<file path="config.mk">
export PLATFORM = sky130hd
export DESIGN_NAME = apu_mixer_pipe
export DESIGN_NICKNAME = d
export VERILOG_FILES = /design/src/rtl/apu_mixer_pipe.sv
export SDC_FILE = /design/constraint.sdc
export NUM_CORES = 1
export LEC_CHECK = 0
export BUFFER_PORTS_ARGS = -buffer_cell sky130_fd_sc_hd__buf_2
export CORE_MARGIN = 5
export CORE_UTILIZATION = 44
export CTS_CLUSTER_DIAMETER = 40
export DETAILED_ROUTE_END_ITERATION = 12
export GPL_TIMING_DRIVEN = 0
export PLACE_DENSITY = 0.66
export SLEW_MARGIN = 20
export SYNTH_ARGS = -nofsm -noshare
export SYNTH_HDL_FRONTEND = slang
export SYNTH_SLANG_ARGS = --single-unit
</file>
<file path="constraint.sdc">
create_clock -name iClk -period 28.4 [get_ports iClk]
set_clock_uncertainty 0.15 [all_clocks]
set_input_delay 5.68 -clock iClk [delete_from_list [all_inputs] [get_ports iClk]]
set_output_delay 5.68 -clock iClk [all_outputs]
set_load 0.02 [all_outputs]
</file>
<file path="src/rtl/apu_mixer_pipe.sv">
// Five-channel NES APU output mixer: masked capture, non-linear pulse/TND tables,
// per-bus gain with saturation and a leaky DC blocker, one sample per clock.
module apu_mixer_pipe #(
  parameter int OUT_WIDTH  = 16,
  parameter int GAIN_WIDTH = 8,
  parameter int DC_SHIFT   = 10
) (
  input  logic                  iClk,
  input  logic                  iRst_n,
  input  logic                  iSampleStb,
  input  logic [3:0]            iRectangle1,
  input  logic [3:0]            iRectangle2,
  input  logic [3:0]            iTriangle,
  input  logic [3:0]            iNoise,
  input  logic [6:0]            iDMC,
  input  logic [4:0]            iMute,
  input  logic [GAIN_WIDTH-1:0] iGainSq,
  input  logic [GAIN_WIDTH-1:0] iGainTnd,
  input  logic                  iClipClr,
  output logic [OUT_WIDTH-1:0]  oData,
  output logic [OUT_WIDTH-1:0]  oDataAc,
  output logic                  oValid,
  output logic                  oClip
);

  localparam int SQ_ENTRIES = 31;
  localparam int TQ_ENTRIES = 203;
  localparam int P_WIDTH    = 10 + GAIN_WIDTH;
  localparam int ACC_WIDTH  = OUT_WIDTH + DC_SHIFT + 2;

  localparam logic [P_WIDTH-1:0]          SAT_MAX = P_WIDTH'({OUT_WIDTH{1'b1}});
  localparam logic signed [ACC_WIDTH-1:0] AC_MAX  = ACC_WIDTH'((1 <<< (OUT_WIDTH - 1)) - 1);
  localparam logic signed [ACC_WIDTH-1:0] AC_MIN  = -AC_MAX - ACC_WIDTH'(1);

  // Exact integer form of 512*95.52/(8128/i+100) = 4890624*i / (812800 + 10000*i).
  function automatic logic [8:0] sq_entry(input int unsigned idx);
    longint unsigned i;
    longint unsigned q;
    i = 64'(idx);
    q = (64'd4890624 * i) / (64'd812800 + 64'd10000 * i);
    return 9'(q);
  endfunction

  // 512*163.67/(24329/i+100) = 8379904*i / (2432900 + 10000*i); the curve
  // tops out at 379 so the last index (raw 380.1) is held at the table ceiling.
  function automatic logic [8:0] tq_entry(input int unsigned idx);
    longint unsigned i;
    longint unsigned q;
    i = 64'(idx);
    q = (64'd8379904 * i) / (64'd2432900 + 64'd10000 * i);
    if (q > 64'd379) q = 64'd379;
    return 9'(q);
  endfunction

  // NOTE: ROM contents are elaboration constants; only the pipeline flops need reset.
  logic [8:0] sq_rom [SQ_ENTRIES];
  logic [8:0] tq_rom [TQ_ENTRIES];

  for (genvar g = 0; g < SQ_ENTRIES; g++) begin : g_sq_rom
    localparam logic [8:0] ENTRY = sq_entry(g);
    assign sq_rom[g] = ENTRY;
  end

  for (genvar g = 0; g < TQ_ENTRIES; g++) begin : g_tq_rom
    localparam logic [8:0] ENTRY = tq_entry(g);
    assign tq_rom[g] = ENTRY;
  end

  // S0: masked channel levels and gains
  logic                  s0_valid_q;
  logic [3:0]            s0_rect1_q, s0_rect2_q, s0_tri_q, s0_noise_q;
  logic [6:0]            s0_dmc_q;
  logic [GAIN_WIDTH-1:0] s0_gain_sq_q, s0_gain_tnd_q;

  // NOTE: every flop uses <= so each stage samples its predecessor's old value.
  always_ff @(posedge iClk or negedge iRst_n) begin
    if (!iRst_n) begin
      s0_valid_q    <= 1'b0;
      s0_rect1_q    <= '0;
      s0_rect2_q    <= '0;
      s0_tri_q      <= '0;
      s0_noise_q    <= '0;
      s0_dmc_q      <= '0;
      s0_gain_sq_q  <= '0;
      s0_gain_tnd_q <= '0;
    end else begin
      s0_valid_q <= iSampleStb;
      if (iSampleStb) begin
        s0_rect1_q    <= iMute[0] ? 4'd0 : iRectangle1;
        s0_rect2_q    <= iMute[1] ? 4'd0 : iRectangle2;
        s0_tri_q      <= iMute[2] ? 4'd0 : iTriangle;
        s0_noise_q    <= iMute[3] ? 4'd0 : iNoise;
        s0_dmc_q      <= iMute[4] ? 7'd0 : iDMC;
        s0_gain_sq_q  <= iGainSq;
        s0_gain_tnd_q <= iGainTnd;
      end
    end
  end

  // S1: table indices
  logic [4:0]            rect_d, s1_rect_q;
  logic [7:0]            tnd_d, s1_tnd_q;
  logic                  s1_valid_q;
  logic [GAIN_WIDTH-1:0] s1_gain_sq_q, s1_gain_tnd_q;

  always_comb begin
    rect_d = 5'(s0_rect1_q) + 5'(s0_rect2_q);
    tnd_d  = 8'(s0_tri_q) + {3'b000, s0_tri_q, 1'b0} + {3'b000, s0_noise_q, 1'b0}
           + 8'(s0_dmc_q);
  end

  always_ff @(posedge iClk or negedge iRst_n) begin
    if (!iRst_n) begin
      s1_valid_q    <= 1'b0;
      s1_rect_q     <= '0;
      s1_tnd_q      <= '0;
      s1_gain_sq_q  <= '0;
      s1_gain_tnd_q <= '0;
    end else begin
      s1_valid_q <= s0_valid_q;
      if (s0_valid_q) begin
        s1_rect_q     <= rect_d;
        s1_tnd_q      <= tnd_d;
        s1_gain_sq_q  <= s0_gain_sq_q;
        s1_gain_tnd_q <= s0_gain_tnd_q;
      end
    end
  end

  // S2: registered table read
  logic                  s2_valid_q;
  logic [8:0]            s2_sq_q, s2_tq_q;
  logic [GAIN_WIDTH-1:0] s2_gain_sq_q, s2_gain_tnd_q;

  always_ff @(posedge iClk or negedge iRst_n) begin
    if (!iRst_n) begin
      s2_valid_q    <= 1'b0;
      s2_sq_q       <= '0;
      s2_tq_q       <= '0;
      s2_gain_sq_q  <= '0;
      s2_gain_tnd_q <= '0;
    end else begin
      s2_valid_q <= s1_valid_q;
      if (s1_valid_q) begin
        s2_sq_q       <= sq_rom[s1_rect_q];
        s2_tq_q       <= tq_rom[s1_tnd_q];
        s2_gain_sq_q  <= s1_gain_sq_q;
        s2_gain_tnd_q <= s1_gain_tnd_q;
      end
    end
  end

  // S3: gain, saturation, clip flag and DC blocker share one register stage
  logic [P_WIDTH-1:0]          mix_p;
  logic                        mix_over;
  logic [OUT_WIDTH-1:0]        mix_sat;
  logic signed [ACC_WIDTH-1:0] dc_s, diff_s;
  logic [OUT_WIDTH-1:0]        ac_sat;

  logic [OUT_WIDTH-1:0]        data_d, data_q;
  logic [OUT_WIDTH-1:0]        ac_d, ac_q;
  logic signed [ACC_WIDTH-1:0] acc_d, acc_q;
  logic                        valid_d, valid_q;
  logic                        clip_d, clip_q;

  always_comb begin
    mix_p    = P_WIDTH'(s2_sq_q) * P_WIDTH'(s2_gain_sq_q)
             + P_WIDTH'(s2_tq_q) * P_WIDTH'(s2_gain_tnd_q);
    mix_over = (mix_p > SAT_MAX);
    mix_sat  = mix_over ? {OUT_WIDTH{1'b1}} : mix_p[OUT_WIDTH-1:0];

    dc_s   = acc_q >>> DC_SHIFT;
    diff_s = $signed(ACC_WIDTH'(mix_sat)) - dc_s;
    if (diff_s > AC_MAX)      ac_sat = OUT_WIDTH'(AC_MAX);
    else if (diff_s < AC_MIN) ac_sat = OUT_WIDTH'(AC_MIN);
    else                      ac_sat = diff_s[OUT_WIDTH-1:0];
  end

  // NOTE: every next-state variable gets its hold value first, so no path infers a latch.
  always_comb begin
    data_d  = data_q;
    ac_d    = ac_q;
    acc_d   = acc_q;
    valid_d = s2_valid_q;
    clip_d  = clip_q;
    if (iClipClr) clip_d = 1'b0;
    if (s2_valid_q) begin
      data_d = mix_sat;
      ac_d   = ac_sat;
      acc_d  = acc_q + diff_s;
      if (mix_over) clip_d = 1'b1;
    end
  end

  always_ff @(posedge iClk or negedge iRst_n) begin
    if (!iRst_n) begin
      data_q  <= '0;
      ac_q    <= '0;
      acc_q   <= '0;
      valid_q <= 1'b0;
      clip_q  <= 1'b0;
    end else begin
      data_q  <= data_d;
      ac_q    <= ac_d;
      acc_q   <= acc_d;
      valid_q <= valid_d;
      clip_q  <= clip_d;
    end
  end

  assign oData   = data_q;
  assign oDataAc = ac_q;
  assign oValid  = valid_q;
  assign oClip   = clip_q;

endmodule

</file>
==> run metrics, run 1 <==
clock buffer count from CTS 17; share of the synthesized area in the top cell type 0.260; Synth Net Count between 2000 and 2500; H-tree depth 4; total grt overflow 0; fin crit period 11290 ps; RSZ-0062 raised after global routing no; CP max FO 11; row count 69; Metal-1 WL about 19000 µm; PortBufs 81; synth unique cells 72; clock-pin slew on the worst setup and hold paths about 70 ps; vias per inst 5.59; Die Y about 200 µm; Synth Cell Area 16000 µm²; FF+latch count, synth 166; Core Area 35700 µm²; CP endpoint kind flop; top cell type by total area after synthesis dfrtp_1; Worst Path Required 28530 ps; Top Ports 82; CP bufs+invs 7; Fin Setup TNS 0 ps; diode count 0; Nets 2154; global-route wire length before repair ~70000 µm; Final Slew Violations 0; final wirelength a little over 40000 µm; area delta synth->final 10.0%; routed len/inst 17.9 µm; via count about 13000; sequential cell area fraction in the yosys report 0.260; syn_area_per_cell 9.17 µm²; CP Launch Type flop; die span in x 201 µm; main area contributors after synthesis dfrtp_1 26%, fa_1 14%, ha_1 11%; DP HPWL between 30000 and 40000 µm; Fin. Hold Viols 0; initial antenna violation count 0; CTS Buffer Depth 2; vias in the first global route 13500; share of flip-flops with an asynchronous set or reset 1.00; root buffer cell clkbuf_16; Period Utilization, post-route 0.397; endpoints failing setup 0; Post-synth EDFFs 0; Post-CTS Hold Fix Bufs 0; Post-CTS Setup Repair Bufs 0; uppermost layer routed met4; CP Class flop to flop; HP Class flop to flop; pin count of the biggest net entering global routing ~100; crit path DAT about 11000 ps; top_reg_cell synth dfrtp_1; Filler cells 3406; clock sinks 166; maxcap violations 0; R2R Setup Slk between 15000 and 20000 ps; TritonCTS clock tree built; Post-DRT Antenna Nets 0; Pre-antenna DRT Iters 5; most frequent cells in the layout 221 x inv_1, 166 x dfrtp_1, 145 x ha_1; crit-path leading delay family adder cells; delay of the slowest cell on the worst path approximately 570 ps; global placement routability congestion 0.911; slowest CP cell fa_1; slew margin rel. 0.450; total die area ~40000 µm²; effective utilization at floorplan 0.448; commonest non-fill, non-tap cell in the layout inv_1; status completed; cell count after synthesis 1745; Residual DRC 0; PostCTS Resize Cnt 0; synth warn 0; met3 routed WL 2370 µm; Slew @ Worst Pin 824 ps; GRT Overall Usage 0.207; Fmax ~90 MHz; clk_lat worst skew 450 ps; CP most frequent cell fa_1; met2 WL between 15000 and 20000 µm; DRT iter0 DRCs between 800 and 900; share of cells above drive strength 1 0.114
[logic make-up after synthesis]
logic type / share of synthesized area
xor+xnor: 0.0296
mux: 0.0643
flops: 0.260
simple gates: 0.140
compound gates: 0.176
buf+inv: 0.0736
fa+ha+maj: 0.257
[metrics by stage]
step / util / cells / hold slack (ps) / area [µm²] / worst slack (ps)
finish: 0.492 / 2320 / 268 / 17600 / 17110
global route: 0.492 / 2320 / 280 / 17600 / 16580
CTS: 0.492 / 2320 / 267 / 17600 / 17250
detailed placement: 0.476 / 2288 / 246 / 17000 / 17300
global placement: 0.475 / 2287 / 239 / 17000 / 17390
floorplan: - / 1745 / 202 / 16000 / 18690
[synth_stat cells, types with 19 or more instances]
cell	number
a21o_1	26
o211ai_1	22
a21oi_1	92
xnor2_1	36
fa_1	115
dfrtp_1	166
ha_1	145
clkbuf_1	62
nand3b_1	31
nand2b_1	19
o21ai_0	108
nand2_1	140
a211oi_1	21
and2_1	93
a31oi_1	25
nor2_1	94
inv_1	221
mux2_2	66
[final cells by class]
cell class              instances  area (µm²)  area share
plain buffers                  83         333      0.0189
clock buffers                  20         447      0.0254
clock inverters                12         135     0.00768
inverters                     225         845      0.0480
multi-input cells            1271       10700       0.606
flip-flops and latches        166        4150       0.236
well taps                     461         577      0.0328
repair buffers                 82         443      0.0252
[path summary, 6_finish.rpt]
kind	startpoint	end	cells past startpoint
setup reg to reg	s2_gain_sq_q[3]$_DFFE_PN0P_	acc_q[22]$_DFFE_PN0P_	39
setup / recovery	s2_gain_sq_q[3]$_DFFE_PN0P_	acc_q[22]$_DFFE_PN0P_	39
hold / removal	s0_valid_q$_DFF_PN0_	s1_valid_q$_DFF_PN0_	0
min in group asynchronous	iRst_n	acc_q[6]$_DFFE_PN0P_	1
max in group asynchronous	iRst_n	s0_dmc_q[3]$_DFFE_PN0P_	2
hold reg to reg	s0_valid_q$_DFF_PN0_	s1_valid_q$_DFF_PN0_	0
[layer usage]
layer  track usage  up-vias
met5             0        -
met4        0.0713        0
met3        0.0376       79
met2         0.337      424
met1         0.281     6319
li1              -     6156
[flip-flops by register name, indices dropped and copies added (netlist names), 7 cells and up]
| register | cells |
|---|---|
| s2_gain_tnd_q | 8 |
| s2_tq_q | 9 |
| s1_tnd_q | 8 |
| s0_gain_tnd_q | 8 |
| s2_sq_q | 8 |
| s1_gain_tnd_q | 8 |
| acc_q | 28 |
| s1_gain_sq_q | 8 |
| s0_dmc_q | 7 |
| oData | 16 |
| s2_gain_sq_q | 8 |
| s0_gain_sq_q | 8 |
| oDataAc | 16 |
Power of run 1 is not shown: default switching activity piles up to over one toggle a cycle in this logic, so the estimate is an artifact.
==> inputs of run 2 (changes only) <==
Clock period 28.4 ns to 10.97 ns, I/O delays scaled along.
==> run 2 against run 1 <==
Critical path depth stayed put. Utilization is 0.20 points higher. First-iteration DRC count is 12% higher. Sequential share of layout area is 0.081 points lower. Critical path type unchanged. Clock-buffer cell count stayed put. Worst setup slack worse by 17000 ps. Routed wire length is 0.41% higher. Die area stayed put. Maximum frequency is 7.6% higher.
==> run metrics, run 2 (synthesized netlist as in run 1, its figures left out) <==
pre-CTS WS -134 ps (was 17300 ps); vias in the first global route 13500 (about the same); CP Class flop to flop (unchanged); maxcap violations 0 (unchanged); Post-DRT Antenna Nets 0 (unchanged); Pre-antenna DRT Iters 5 (unchanged); DRT iter0 DRCs 986 (was 884); uppermost layer routed met4 (unchanged); CP max FO 10 (was 11); status completed (unchanged); row count 69 (unchanged); fin crit period 10480 ps (was 11290 ps); met3 routed WL 2420 µm (was 2370 µm); PortBufs 81 (unchanged); Final Cell Area 17700 µm² (was 17600 µm²); global placement routability congestion 0.911 (unchanged); vias per inst 5.63 (was 5.59); max reg flops 28 (unchanged); Fin. Hold Viols 0 (unchanged); clock sinks 166 (unchanged); most frequent cells in the layout 220 x inv_1, 164 x dfrtp_1, 145 x ha_1 (was 221 x inv_1, 166 x dfrtp_1, 145 x ha_1); final worst slack 485 ps (was 17110 ps); via count 13100 (was 13000); crit-path leading delay family adder cells (unchanged); Hold Slack 268 ps (about the same); hold worst-path end s1_valid_q$_DFF_PN0_ (unchanged); Slew @ Worst Pin 847 ps (was 824 ps); CP most frequent cell fa_1 (unchanged); Die Y 201 µm (unchanged); slowest CP cell fa_1 (unchanged); slew margin rel. 0.435 (was 0.450); routed len/inst 17.9 µm (about the same); CP bufs+invs 8 (was 7); share of cells above drive strength 1 0.123 (was 0.114); RR Startpoint s2_gain_tnd_q[4]$_DFFE_PN0P_ (was s2_gain_sq_q[3]$_DFFE_PN0P_); Metal-1 WL 18800 µm (about the same); commonest non-fill, non-tap cell in the layout inv_1 (unchanged); R2R cell count 39 (unchanged); clk_lat worst skew 450 ps (about the same); CP endpoint kind flop (unchanged); endpoints failing setup 0 (unchanged); global-route wire length before repair 69000 µm (unchanged); clock-pin slew on the worst setup and hold paths 70 ps (about the same); CP Launch Type flop (unchanged); pin count of the biggest net entering global routing 103 (unchanged); hold wc startpoint s0_valid_q$_DFF_PN0_ (unchanged); GRT Overall Usage 0.207 (about the same); Hold Path Cell Cnt 0 (unchanged); Core Area 35700 µm² (unchanged); initial antenna violation count 0 (unchanged); FF-to-FF End acc_q[26]$_DFFE_PN0P_ (was acc_q[22]$_DFFE_PN0P_); Top Ports 82 (unchanged); effective utilization at floorplan 0.448 (unchanged); total die area 40300 µm² (unchanged); Biggest register acc_q (unchanged); area delta synth->final 10.5% (was 10.0%); HP Class flop to flop (unchanged); die span in x 201 µm (unchanged); diode count 0 (unchanged); R2R Setup Slk 490 ps (was 17110 ps); Final Slew Violations 0 (unchanged); delay of the slowest cell on the worst path 560 ps (was 570 ps); Nets 2156 (was 2154); Residual DRC 0 (unchanged); RSZ-0062 raised after global routing no (unchanged); crit path launch s2_gain_tnd_q[4]$_DFFE_PN0P_ (was s2_gain_sq_q[3]$_DFFE_PN0P_); DP HPWL 32500 µm (unchanged); H-tree depth 4 (unchanged); clock buffer count from CTS 17 (unchanged); Period Utilization, post-route 0.956 (was 0.397); CTS Buffer Depth 2 (unchanged); root buffer cell clkbuf_16 (unchanged); total grt overflow 0 (unchanged); TritonCTS clock tree built (unchanged); crit path DAT 10710 ps (was 11420 ps); final wirelength 41600 µm (was 41500 µm); Post-CTS Hold Fix Bufs 0 (unchanged); met2 WL 19300 µm (was 19100 µm); Fin Setup TNS 0 ps (unchanged); Fmax 95.4 MHz (was 88.6 MHz); Worst Path Required 11190 ps (was 28530 ps); DP Area 17000 µm² (unchanged)
run 2: layout make-up:
cell class | count | area (µm²)
well taps | 461 | 577
inverters | 225 | 848
flip-flops and latches | 166 | 4160
clock inverters | 12 | 135
clock buffers | 20 | 447
repair buffers | 90 | 500
plain buffers | 77 | 314
fillers | 3396 | 18100
multi-input cells | 1271 | 10700
run 2: worst max-delay path by stage:
| stage | endpoint | depth (start not counted) |
|---|---|---|
| after floorplan | acc_q[25]$_DFFE_PN0P_ | 39 |
| after global placement | acc_q[22]$_DFFE_PN0P_ | 40 |
| after detailed placement | acc_q[22]$_DFFE_PN0P_ | 39 |
| after CTS | acc_q[25]$_DFFE_PN0P_ | 40 |
| after global routing | acc_q[26]$_DFFE_PN0P_ | 39 |
| final | acc_q[26]$_DFFE_PN0P_ | 39 |
run 2: stage by stage:
| stage | utilization | instances |
|---|---|---|
| 5_1_grt | 0.494 | 2322 |
| 3_3_place_gp | 0.475 | 2287 |
| 3_5_place_dp | 0.476 | 2288 |
| 4_1_cts | 0.492 | 2319 |
| 2_1_floorplan | - | 1745 |
| 6_report | 0.494 | 2322 |
run 2: routing by layer:
layer,vias up,GRT usage
met5,-,0
met4,0,0.0713
met3,74,0.0376
met2,430,0.338
met1,6424,0.281
li1,6149,-
run 2: repair_timing:
item                       CTS  global route
hold endpoints to repair     0             0
resized for setup            2            11
pin swaps                    0             1
setup buffers                0             8
setup endpoints to repair    4            10
Power of run 2 is left out for the same reason.
==> inputs of run 3 (changes only) <==
Settings changed: CTS_BUF_LIST from default to sky130_fd_sc_hd__clkbuf_8.
==> run 3 against run 2 <==
Final area decreased by 1.2%. Die area did not move. Cell count barely moved. Utilization down 0.58 points. Worst setup slack gained 7.5 ps. Register-to-register slack about the same. Critical path depth is the same. Non-clock buffer count shrank 1. Clock-buffer cell count decreased by 2. Via count is 0.15% lower. Global-route usage is 0.10 points lower. Largest cell class unchanged.
==> run metrics, run 3 (synthesized netlist as in run 1, its figures left out) <==
endpoints failing setup 0 (unchanged); slew margin rel. 0.430 (was 0.435); Final Cell Area 17500 µm² (was 17700 µm²); most frequent cells in the layout 222 x inv_1, 164 x dfrtp_1, 145 x ha_1 (was 220 x inv_1, 164 x dfrtp_1, 145 x ha_1); GR peak layer met2 (unchanged); max reg flops 28 (unchanged); Die Y 201 µm (unchanged); R2R Setup Slk 490 ps (about the same); CP most frequent cell fa_1 (unchanged); final wirelength 41300 µm (was 41600 µm); met2 usage 0.334 (was 0.338); CP Launch Type flop (unchanged); clock sinks 166 (unchanged); Fmax 95.4 MHz (about the same); CP max FO 10 (unchanged); Hold Slack 280 ps (was 268 ps); slowest CP cell fa_1 (unchanged); GRT Overall Usage 0.206 (was 0.207); share of cells above drive strength 1 0.122 (was 0.123); crit path launch s2_gain_tnd_q[4]$_DFFE_PN0P_ (unchanged); pre-CTS WS -134 ps (unchanged); clk_lat worst skew 500 ps (was 450 ps); row count 69 (unchanged); routed len/inst 17.8 µm (was 17.9 µm); met3 Use GR 0.0378 (was 0.0376); FF-to-FF End acc_q[26]$_DFFE_PN0P_ (unchanged); Period Utilization, post-route 0.955 (was 0.956); vias in the first global route 13500 (about the same); Nets 2155 (was 2156); global placement routability congestion 0.911 (unchanged); total grt overflow 0 (unchanged); global-route wire length before repair 68700 µm (was 69000 µm); initial antenna violation count 0 (unchanged); Filler cells 3414 (was 3396); Post-CTS Hold Fix Bufs 0 (unchanged); DP HPWL 32500 µm (unchanged); Fin Setup TNS 0 ps (unchanged); clock-pin slew on the worst setup and hold paths 100 ps (was 70 ps); TritonCTS clock tree built (unchanged); root buffer cell clkbuf_8 (was clkbuf_16); DP Area 17000 µm² (unchanged); maxcap violations 0 (unchanged); area delta synth->final 9.17% (was 10.5%); die span in x 201 µm (unchanged); Core Area 35700 µm² (unchanged); CP Class flop to flop (unchanged); pin count of the biggest net entering global routing 103 (unchanged); PortBufs 81 (unchanged); fin crit period 10480 ps (about the same); Residual DRC 0 (unchanged); Pre-antenna DRT Iters 5 (unchanged); Critical Path Sink acc_q[26]$_DFFE_PN0P_ (unchanged); H-tree depth 4 (unchanged); clock buffer count from CTS 17 (unchanged); Worst Path Required 11240 ps (was 11190 ps); CTS Buffer Depth 2 (unchanged); total die area 40300 µm² (unchanged); final worst slack 493 ps (was 485 ps); Top Ports 82 (unchanged); Fin. Hold Viols 0 (unchanged); Post-DRT Antenna Nets 0 (unchanged); via count 13100 (about the same); crit path DAT 10750 ps (was 10710 ps); commonest non-fill, non-tap cell in the layout inv_1 (unchanged); RR Startpoint s2_gain_tnd_q[4]$_DFFE_PN0P_ (unchanged); effective utilization at floorplan 0.448 (unchanged); R2R cell count 39 (unchanged); RSZ-0062 raised after global routing no (unchanged); DRT iter0 DRCs 890 (was 986); diode count 0 (unchanged); Biggest register acc_q (unchanged); Slew @ Worst Pin 856 ps (was 847 ps); routing usage on met1 0.281 (about the same); vias per inst 5.63 (about the same); HP Class flop to flop (unchanged); Final Slew Violations 0 (unchanged); delay of the slowest cell on the worst path 560 ps (about the same); CP endpoint kind flop (unchanged); status completed (unchanged)
## run 3: routing by layer
layer  share of wire  wire length (µm)  up-vias
li1                -                 -     6165
met3           0.052              2150       81
met4           0.027              1110        0
met2            0.46             19100      428
met1            0.46             18900     6383
met5               0                 0        -
## run 3: repair_timing
item,in CTS,in global routing
pin swaps,0,1
gates resized for setup,2,10
hold endpoints to repair,0,0
buffers inserted,0,7
setup endpoints to repair,4,10
## run 3: through the flow
step / std cells / utilization
floorplan: 1745 / -
global placement: 2287 / 0.475
detailed placement: 2288 / 0.476
CTS: 2319 / 0.487
global route: 2321 / 0.489
finish: 2321 / 0.489
## run 3: worst max-delay path, delay by kind of cell (launching register included)
family                     cells  cell delay, ps
AOI/OAI and AO/OA             12            2270
adders and majority gates     10            4380
buffers and inverters          8            1030
DFF                            1             510
muxes                          1             340
and+or+nand+nor                8            1700
## run 3: area by class of cell
cell class	count	area (µm²)	share of cell area
buffer	77	314	0.0180
sequential	166	4160	0.238
clock inverter	14	143	0.00817
clock buffer	18	248	0.0142
multi-input combinational	1271	10700	0.612
tap	461	577	0.0330
timing repair buffer	89	493	0.0282
inverter	225	848	0.0486
## run 3: worst min-delay path by stage
| stage | depth (start not counted) | to | slack, ps | start |
|---|---|---|---|---|
| 5_1_grt | 0 | s1_valid_q$_DFF_PN0_ | 290 | s0_valid_q$_DFF_PN0_ |
| 2_1_floorplan | 0 | s2_valid_q$_DFF_PN0_ | 200 | s1_valid_q$_DFF_PN0_ |
| 6_report | 0 | s1_valid_q$_DFF_PN0_ | 280 | s0_valid_q$_DFF_PN0_ |
| 3_3_place_gp | 0 | s1_valid_q$_DFF_PN0_ | 240 | s0_valid_q$_DFF_PN0_ |
| 4_1_cts | 0 | s1_valid_q$_DFF_PN0_ | 280 | s0_valid_q$_DFF_PN0_ |
| 3_5_place_dp | 0 | s1_valid_q$_DFF_PN0_ | 250 | s0_valid_q$_DFF_PN0_ |
Power of run 3 is left out for the same reason.
